### src/rtl/inst_axi_bridge.sv
// inst_axi_bridge: sram-like instruction fetch port to a single-beat AXI read master.
// Latency: addr_ok cycle 0, arvalid 1, rready 2, data_ok 3 (min); hit-buffer hit gives data_ok on cycle 1.
// Backpressure: one fetch outstanding; inst_addr_ok only in IDLE, AR/R stall on arready/rvalid.
// Optional macro INST_HITBUF_EN adds a one-entry buffer of the last OKAY fetch.
module inst_axi_bridge #(
  parameter logic [3:0]  ARID      = 4'h0,
  parameter logic [31:0] ADDR_MASK = 32'h1FFF_FFFF
) (
  input  logic        clk,
  input  logic        rst,
  input  logic        inst_req,
  input  logic        inst_wr,
  input  logic [1:0]  inst_size,
  input  logic [31:0] inst_addr,
  input  logic [31:0] inst_wdata,
  output logic [31:0] inst_rdata,
  output logic        inst_addr_ok,
  output logic        inst_data_ok,
  output logic        inst_bus_err,
  input  logic        hb_flush,
  output logic [3:0]  arid,
  output logic [31:0] araddr,
  output logic [3:0]  arlen,
  output logic [2:0]  arsize,
  output logic [1:0]  arburst,
  output logic        arvalid,
  input  logic        arready,
  input  logic [3:0]  rid,
  input  logic [31:0] rdata,
  input  logic [1:0]  rresp,
  input  logic        rlast,
  input  logic        rvalid,
  output logic        rready
);

  typedef enum logic [1:0] {
    S_IDLE = 2'd0,
    S_AR   = 2'd1,
    S_R    = 2'd2
  } state_t;

  state_t      r_state;
  state_t      w_state_nxt;
  logic        r_arvalid;
  logic        r_rready;
  logic        r_data_ok;
  logic        r_bus_err;
  logic [31:0] r_araddr;
  logic [31:0] r_rdata;

  logic [31:0] w_masked;
  logic        w_hit;
  logic        w_accept;
  logic        w_issue;
  logic        w_ar_hs;
  logic        w_r_hs;

  // Writes, size and the AXI id/last fields carry no information for a
  // word-only, single-beat, single-outstanding read path.
  logic        w_unused;
  assign w_unused = ^{inst_wr, inst_size, inst_wdata, rid, rlast, w_masked[1:0]};

  assign w_masked = inst_addr & ADDR_MASK;
  assign w_ar_hs  = r_arvalid & arready;
  assign w_r_hs   = r_rready & rvalid;

`ifdef INST_HITBUF_EN
  logic        r_hb_vld;
  logic [29:0] r_hb_tag;
  logic [31:0] r_hb_dat;

  // A flush in the request cycle suppresses the hit so a stale word is never returned.
  assign w_hit = r_hb_vld & ~hb_flush & (r_hb_tag == w_masked[31:2]);

  // Hit buffer: flush wins over a fill; only OKAY responses are cached.
  always_ff @(posedge clk or negedge rst) begin
    if (!rst) begin
      r_hb_vld <= 1'b0;
      r_hb_tag <= '0;
      r_hb_dat <= '0;
    end else if (hb_flush) begin
      r_hb_vld <= 1'b0;
    end else if (w_r_hs && (rresp == 2'b00)) begin
      r_hb_vld <= 1'b1;
      r_hb_tag <= r_araddr[31:2];
      r_hb_dat <= rdata;
    end
  end
`else
  logic w_unused_flush;
  assign w_unused_flush = hb_flush;
  assign w_hit          = 1'b0;
`endif

  // FSM state register.
  always_ff @(posedge clk or negedge rst) begin
    if (!rst) begin
      r_state <= S_IDLE;
    end else begin
      r_state <= w_state_nxt;
    end
  end

  // Next state plus accept/issue decode; requests are only taken in IDLE.
  always_comb begin
    w_state_nxt = r_state;
    w_accept    = 1'b0;
    w_issue     = 1'b0;
    case (r_state)
      S_IDLE: begin
        w_accept = inst_req;
        if (inst_req && !w_hit) begin
          w_issue     = 1'b1;
          w_state_nxt = S_AR;
        end
      end
      S_AR: begin
        if (w_ar_hs) begin
          w_state_nxt = S_R;
        end
      end
      S_R: begin
        if (w_r_hs) begin
          w_state_nxt = S_IDLE;
        end
      end
      default: begin
        w_state_nxt = S_IDLE;
      end
    endcase
  end

  // AXI channel handshakes and the registered one-cycle response pulse.
  always_ff @(posedge clk or negedge rst) begin
    if (!rst) begin
      r_arvalid <= 1'b0;
      r_rready  <= 1'b0;
      r_data_ok <= 1'b0;
      r_bus_err <= 1'b0;
      r_araddr  <= '0;
      r_rdata   <= '0;
    end else begin
      r_data_ok <= 1'b0;
      r_bus_err <= 1'b0;
      if (w_issue) begin
        r_araddr  <= {w_masked[31:2], 2'b00};
        r_arvalid <= 1'b1;
      end else if (w_ar_hs) begin
        r_arvalid <= 1'b0;
        r_rready  <= 1'b1;
      end
      if (w_r_hs) begin
        r_rready  <= 1'b0;
        r_rdata   <= rdata;
        r_data_ok <= 1'b1;
        r_bus_err <= (rresp != 2'b00);
      end
`ifdef INST_HITBUF_EN
      if (w_accept && w_hit) begin
        r_rdata   <= r_hb_dat;
        r_data_ok <= 1'b1;
      end
`endif
    end
  end

  assign inst_addr_ok = w_accept;
  assign inst_data_ok = r_data_ok;
  assign inst_bus_err = r_bus_err;
  assign inst_rdata   = r_rdata;
  assign arid         = ARID;
  assign araddr       = r_araddr;
  assign arlen        = 4'd0;
  assign arsize       = 3'b010;
  assign arburst      = 2'b01;
  assign arvalid      = r_arvalid;
  assign rready       = r_rready;

endmodule

### config.mk
export PLATFORM = sky130hd
export DESIGN_NAME = inst_axi_bridge
export DESIGN_NICKNAME = d
export VERILOG_FILES = /design/src/rtl/inst_axi_bridge.sv
export SDC_FILE = /design/constraint.sdc
export NUM_CORES = 1
export LEC_CHECK = 0
export CAP_MARGIN = 20
export CORE_MARGIN = 1
export CORE_UTILIZATION = 39
export CTS_BUF_LIST = sky130_fd_sc_hd__clkbuf_8
export CTS_CLUSTER_DIAMETER = 30
export DETAILED_ROUTE_END_ITERATION = 16
export PLACE_DENSITY = 0.89
export SYNTH_ARGS = -nofsm -noshare
export SYNTH_HDL_FRONTEND = slang
export SYNTH_SLANG_ARGS = --single-unit
### constraint.sdc
create_clock -name clk -period 4 [get_ports clk]
set_input_delay 0.8 -clock clk [delete_from_list [all_inputs] [get_ports clk]]
set_output_delay 0.8 -clock clk [all_outputs]
set_load 0.02 [all_outputs]
Word level (Yosys, flattened, before mapping)
Cells that the tools add are included.
W data, S select, Z words.

storage, ports and cells
  register bits after elaboration = 65
  bits in latches = 0
  bits in writable memories = 0
  memory bits (read-only) = 0
  output and inout port bits = 82
  logic and storage cells = 35
  memories = 0

cells by class
  add/subtract/negate cells = 0
  $mul = 0
  div/mod/pow operators = 0
  order comparisons = 0
  equal/unequal tests = 6
  shift operators = 0
  multiplexer cells = 14
  bitwise operators = 2
  reductions and logical operators = 6

operator list
  cell                  count
  $mux W1               10
  $mux W2               3
  $ne A2 B2 Y1 const B  3
  $pmux W2 S3           1
  $reduce_bool A2 Y1    3
  $reduce_and A3 Y1     1
  $and A1 B1 Y1         2
  $eq A2 B1 Y1 const B  1
  $eq A2 B2 Y1 const B  1
  $logic_not A2 Y1      1
  $ne A2 B1 Y1 const B  1
  $reduce_and A2 Y1     1

Longest topological paths before layout
  word-level depth = 4
  depth in mapped cells = 4
  depth with buffers taken out = 2

Worst setup path after synthesis
OpenSTA, ideal clock, no wires.

  kind = input port to output port
  start point = in inst_req
  end point = out inst_addr_ok
  arrival time = 1.218 ns
  required time = 3.200 ns
  slack = 1.982 ns
  cell stages on the path = 2
  path buffers = 1
  cells stage by stage = nor3b_4 buf_6

between the ends
  longest elaborated chain between the ends = 1

ends and longest elaborated chain
  element          line  text
  start, declared  11    input logic inst_req,
  $mux W1          109   case (r_state)
  end, declared    17    output logic inst_addr_ok,

No other way between the ends.

Worst setup path in the final report
Same ends and word-level chain as after synthesis.

==> results_dict.tcl <==
set metrics [dict create \
    yosysWarnings 0 \
    pwr-share-comb_pct 52.1 \
    leakagePower_uw 0.001836 \
    multi_input_area_sq_um 962.2 \
    clkTransAtPathRegs_ns 0.07 \
    synthTopCellsByArea "dfrtp_1 (59%), mux2_4 (20%), mux2_2 (9.0%)" \
    cts-root-buf "clkbuf_8" \
    worst-path-buf-inv 2 \
    globalRouteOverflowTotal 0 \
    synth_top_area_share_pct 59.25 \
    hold_start "inst_rdata[15]" \
    layout-drive-gt1-share_pct 25.99 \
    routedWlPerCell_microns 14.25 \
    worst_setup_path_start_kind "primary input" \
    worstMarginPinSlew_ns 0.8414 \
    routed_wl_microns 5698 \
    syn_inst 164 \
    synth_edf_count 0 \
    rr_worst_depth 3 \
    port_buffers 129 \
    max_cap_viol_count 0 \
    htreeDepth 3 \
    antenna_cells 0 \
    rrSetupSlack_ns 2.16 \
    cellPowerDensity_nw_per_um2 808.2 \
    ys.flop_type "dfrtp_1" \
    hold_viol 0 \
    viasPerCell 4.375 \
    hold_depth 1 \
    status "complete, no violations" \
    gr-usage-all-layers_pct 16.44 \
    critPathRequiredTime_ns 3.20 \
    antenna_found_initial 0 \
    drv_slew 0 \
    clk_latency_ns 0.33 \
    dp_hpwl_microns 4067 \
    cp_cell_sequence "clkdlybuf4s50_1 > nor3b_4 > clkdlybuf4s50_1" \
    area.growth.synth_to_final_pct 52.42 \
    worstPathMaxFanout 2 \
    cp_common_cell "clkdlybuf4s50_1" \
    p_total_uw 3382 \
    setup_tns_ns 0 \
    row_count 30 \
    cts_tree "yes" \
    crit_family "buffers and inverters" \
    final_cell_mix "clkdlybuf4s50_1 (128), dfrtp_1 (65), mux2_4 (37)" \
    fp.coreArea_sq_um 6794 \
    start_util_pct 40.41 \
    pwr-share-seq_pct 34.7 \
    numClockSinks 65 \
    hp-class "register to register" \
    worst_r2r_startpoint "rready" \
    async_flop_share_pct 100.0 \
    avgSynthCellArea_sq_um 16.74 \
    grt_pass1_vias 1859 \
    grt_setup_unrepaired "false" \
    numCtsBuffers 9 \
    holdBufCountCts 0 \
    postCtsSetupBuffers 0 \
    fillers 557 \
    netSwitchingPower_uw 1165 \
    finClkSkew_ns 0.008606 \
    min_period_over_period_pct 73.86 \
    yosys.area.top_type "dfrtp_1" \
    hold_ws_ns 0.5065 \
    netlist-cell-type-count 18 \
    yosysSeqAreaShare_pct 59.25 \
    final_nets 411 \
    dieWidth_microns 85.90 \
    ys_ff_latch 65 \
    crit_arrival_ns 2.15 \
    crit_type "primary input to output port" \
    clk_path_buf_depth 2 \
    fmax_mhz 338.5 \
    power_frac_clock_pct 13.2 \
    max_stage_delay_ns 0.66 \
    num_vias 1750 \
    grt_pass1_wl_microns 9252 \
    netlist_area_sq_um 2745 \
    first_pass_iters 4 \
    crit_slowest_cell "clkdlybuf4s50_1" \
    ir_drop_mv 0.4429 \
    grt_max_degree 34 \
    setup_violations 0 \
    seq_area_sq_um 1627 \
    drcViolationCount 0 \
    end_kind "output port" \
    initialDrtViolationCount 25 \
    min_delay_worst_endpoint "inst_rdata[15]" \
    fin_crit_ns 2.955 \
    fp.dieH_microns 85.90 \
    num_io_pins 194 \
    relSlewSlack_pct 43.90 \
    cts_resized 0 \
    place.gp.congestion 0.6999 \
    intPower_uw 2216 \
    ant_nets 0 \
    final_common_cell "clkdlybuf4s50_1" \
    die_area_sq_um 7378 \
    switching_share_pct 34.46 \
    r2r_end "inst_rdata[24]" \
]
==> power by group through the flow <==
stage          clock network [uW]  logic (uW)  registers (uW)
2_1_floorplan                   0         606            1560
3_3_place_gp                    0        1750            1160
3_5_place_dp                    0        1770            1180
4_1_cts                       464        1780            1180
5_1_grt                       498        1860            1220
6_report                      447        1760            1170
==> stage by stage <==
| stage | cells | cell area (sq um) | utilization [%] | worst slack [ns] |
|---|---|---|---|---|
| final | 400 | 4184 | 61.58 | 1.046 |
| after global placement | 384 | 4029 | 59.30 | 1.074 |
| after detailed placement | 384 | 4029 | 59.30 | 1.035 |
| after CTS | 400 | 4184 | 61.58 | 1.021 |
| after global routing | 400 | 4184 | 61.58 | 0.9816 |
| after floorplan | 180 | 2805 | - | 1.982 |
==> kinds of logic after synthesis <==
group / share of synthesized area [%]
other cells: 0.2736
flops: 59.25
buf+inv: 7.931
compound gates: 1.368
simple gates: 1.914
mux: 29.26
==> final cells by class <==
type / instances / share of cell area [%]
tap: 96 / 2.871
timing repair buffer: 133 / 31.46
sequential: 65 / 38.88
inverter: 1 / 0.08971
clock buffer: 9 / 2.961
clock inverter: 7 / 0.7476
multi-input combinational: 89 / 23.00
==> registers in the layout (all words and copies together), names as in the netlist <==
register and flops:
inst_rdata 32, araddr 27, r_state 2, arvalid 1
inst_bus_err 1, inst_data_ok 1, rready 1
==> routing by layer <==
metal	share of wire, %	track usage (%)	up-vias
met5	0	0	-
met1	42	19.56	867
met2	49	26.98	81
met4	1.1	5.000	0
li1	-	-	795
met3	8.1	7.122	7
==> synth_stat cells (2+ instances only) <==
| cell | number |
|---|---|
| mux2_2 | 22 |
| mux2_4 | 37 |
| buf_6 | 7 |
| nand2b_1 | 2 |
| buf_4 | 18 |
| dfrtp_1 | 65 |
| conb_1 | 2 |
==> how the worst max path moves through the flow <==
stage,cells past startpoint,slack [ns],start,endpoint
global placement,3,1.07,inst_req,inst_addr_ok
global route,3,0.98,inst_req,inst_addr_ok
CTS,3,1.02,inst_req,inst_addr_ok
detailed placement,3,1.03,inst_req,inst_addr_ok
finish,3,1.05,inst_req,inst_addr_ok
floorplan,2,1.98,inst_req,inst_addr_ok
Power figures use the tool's default switching activity.
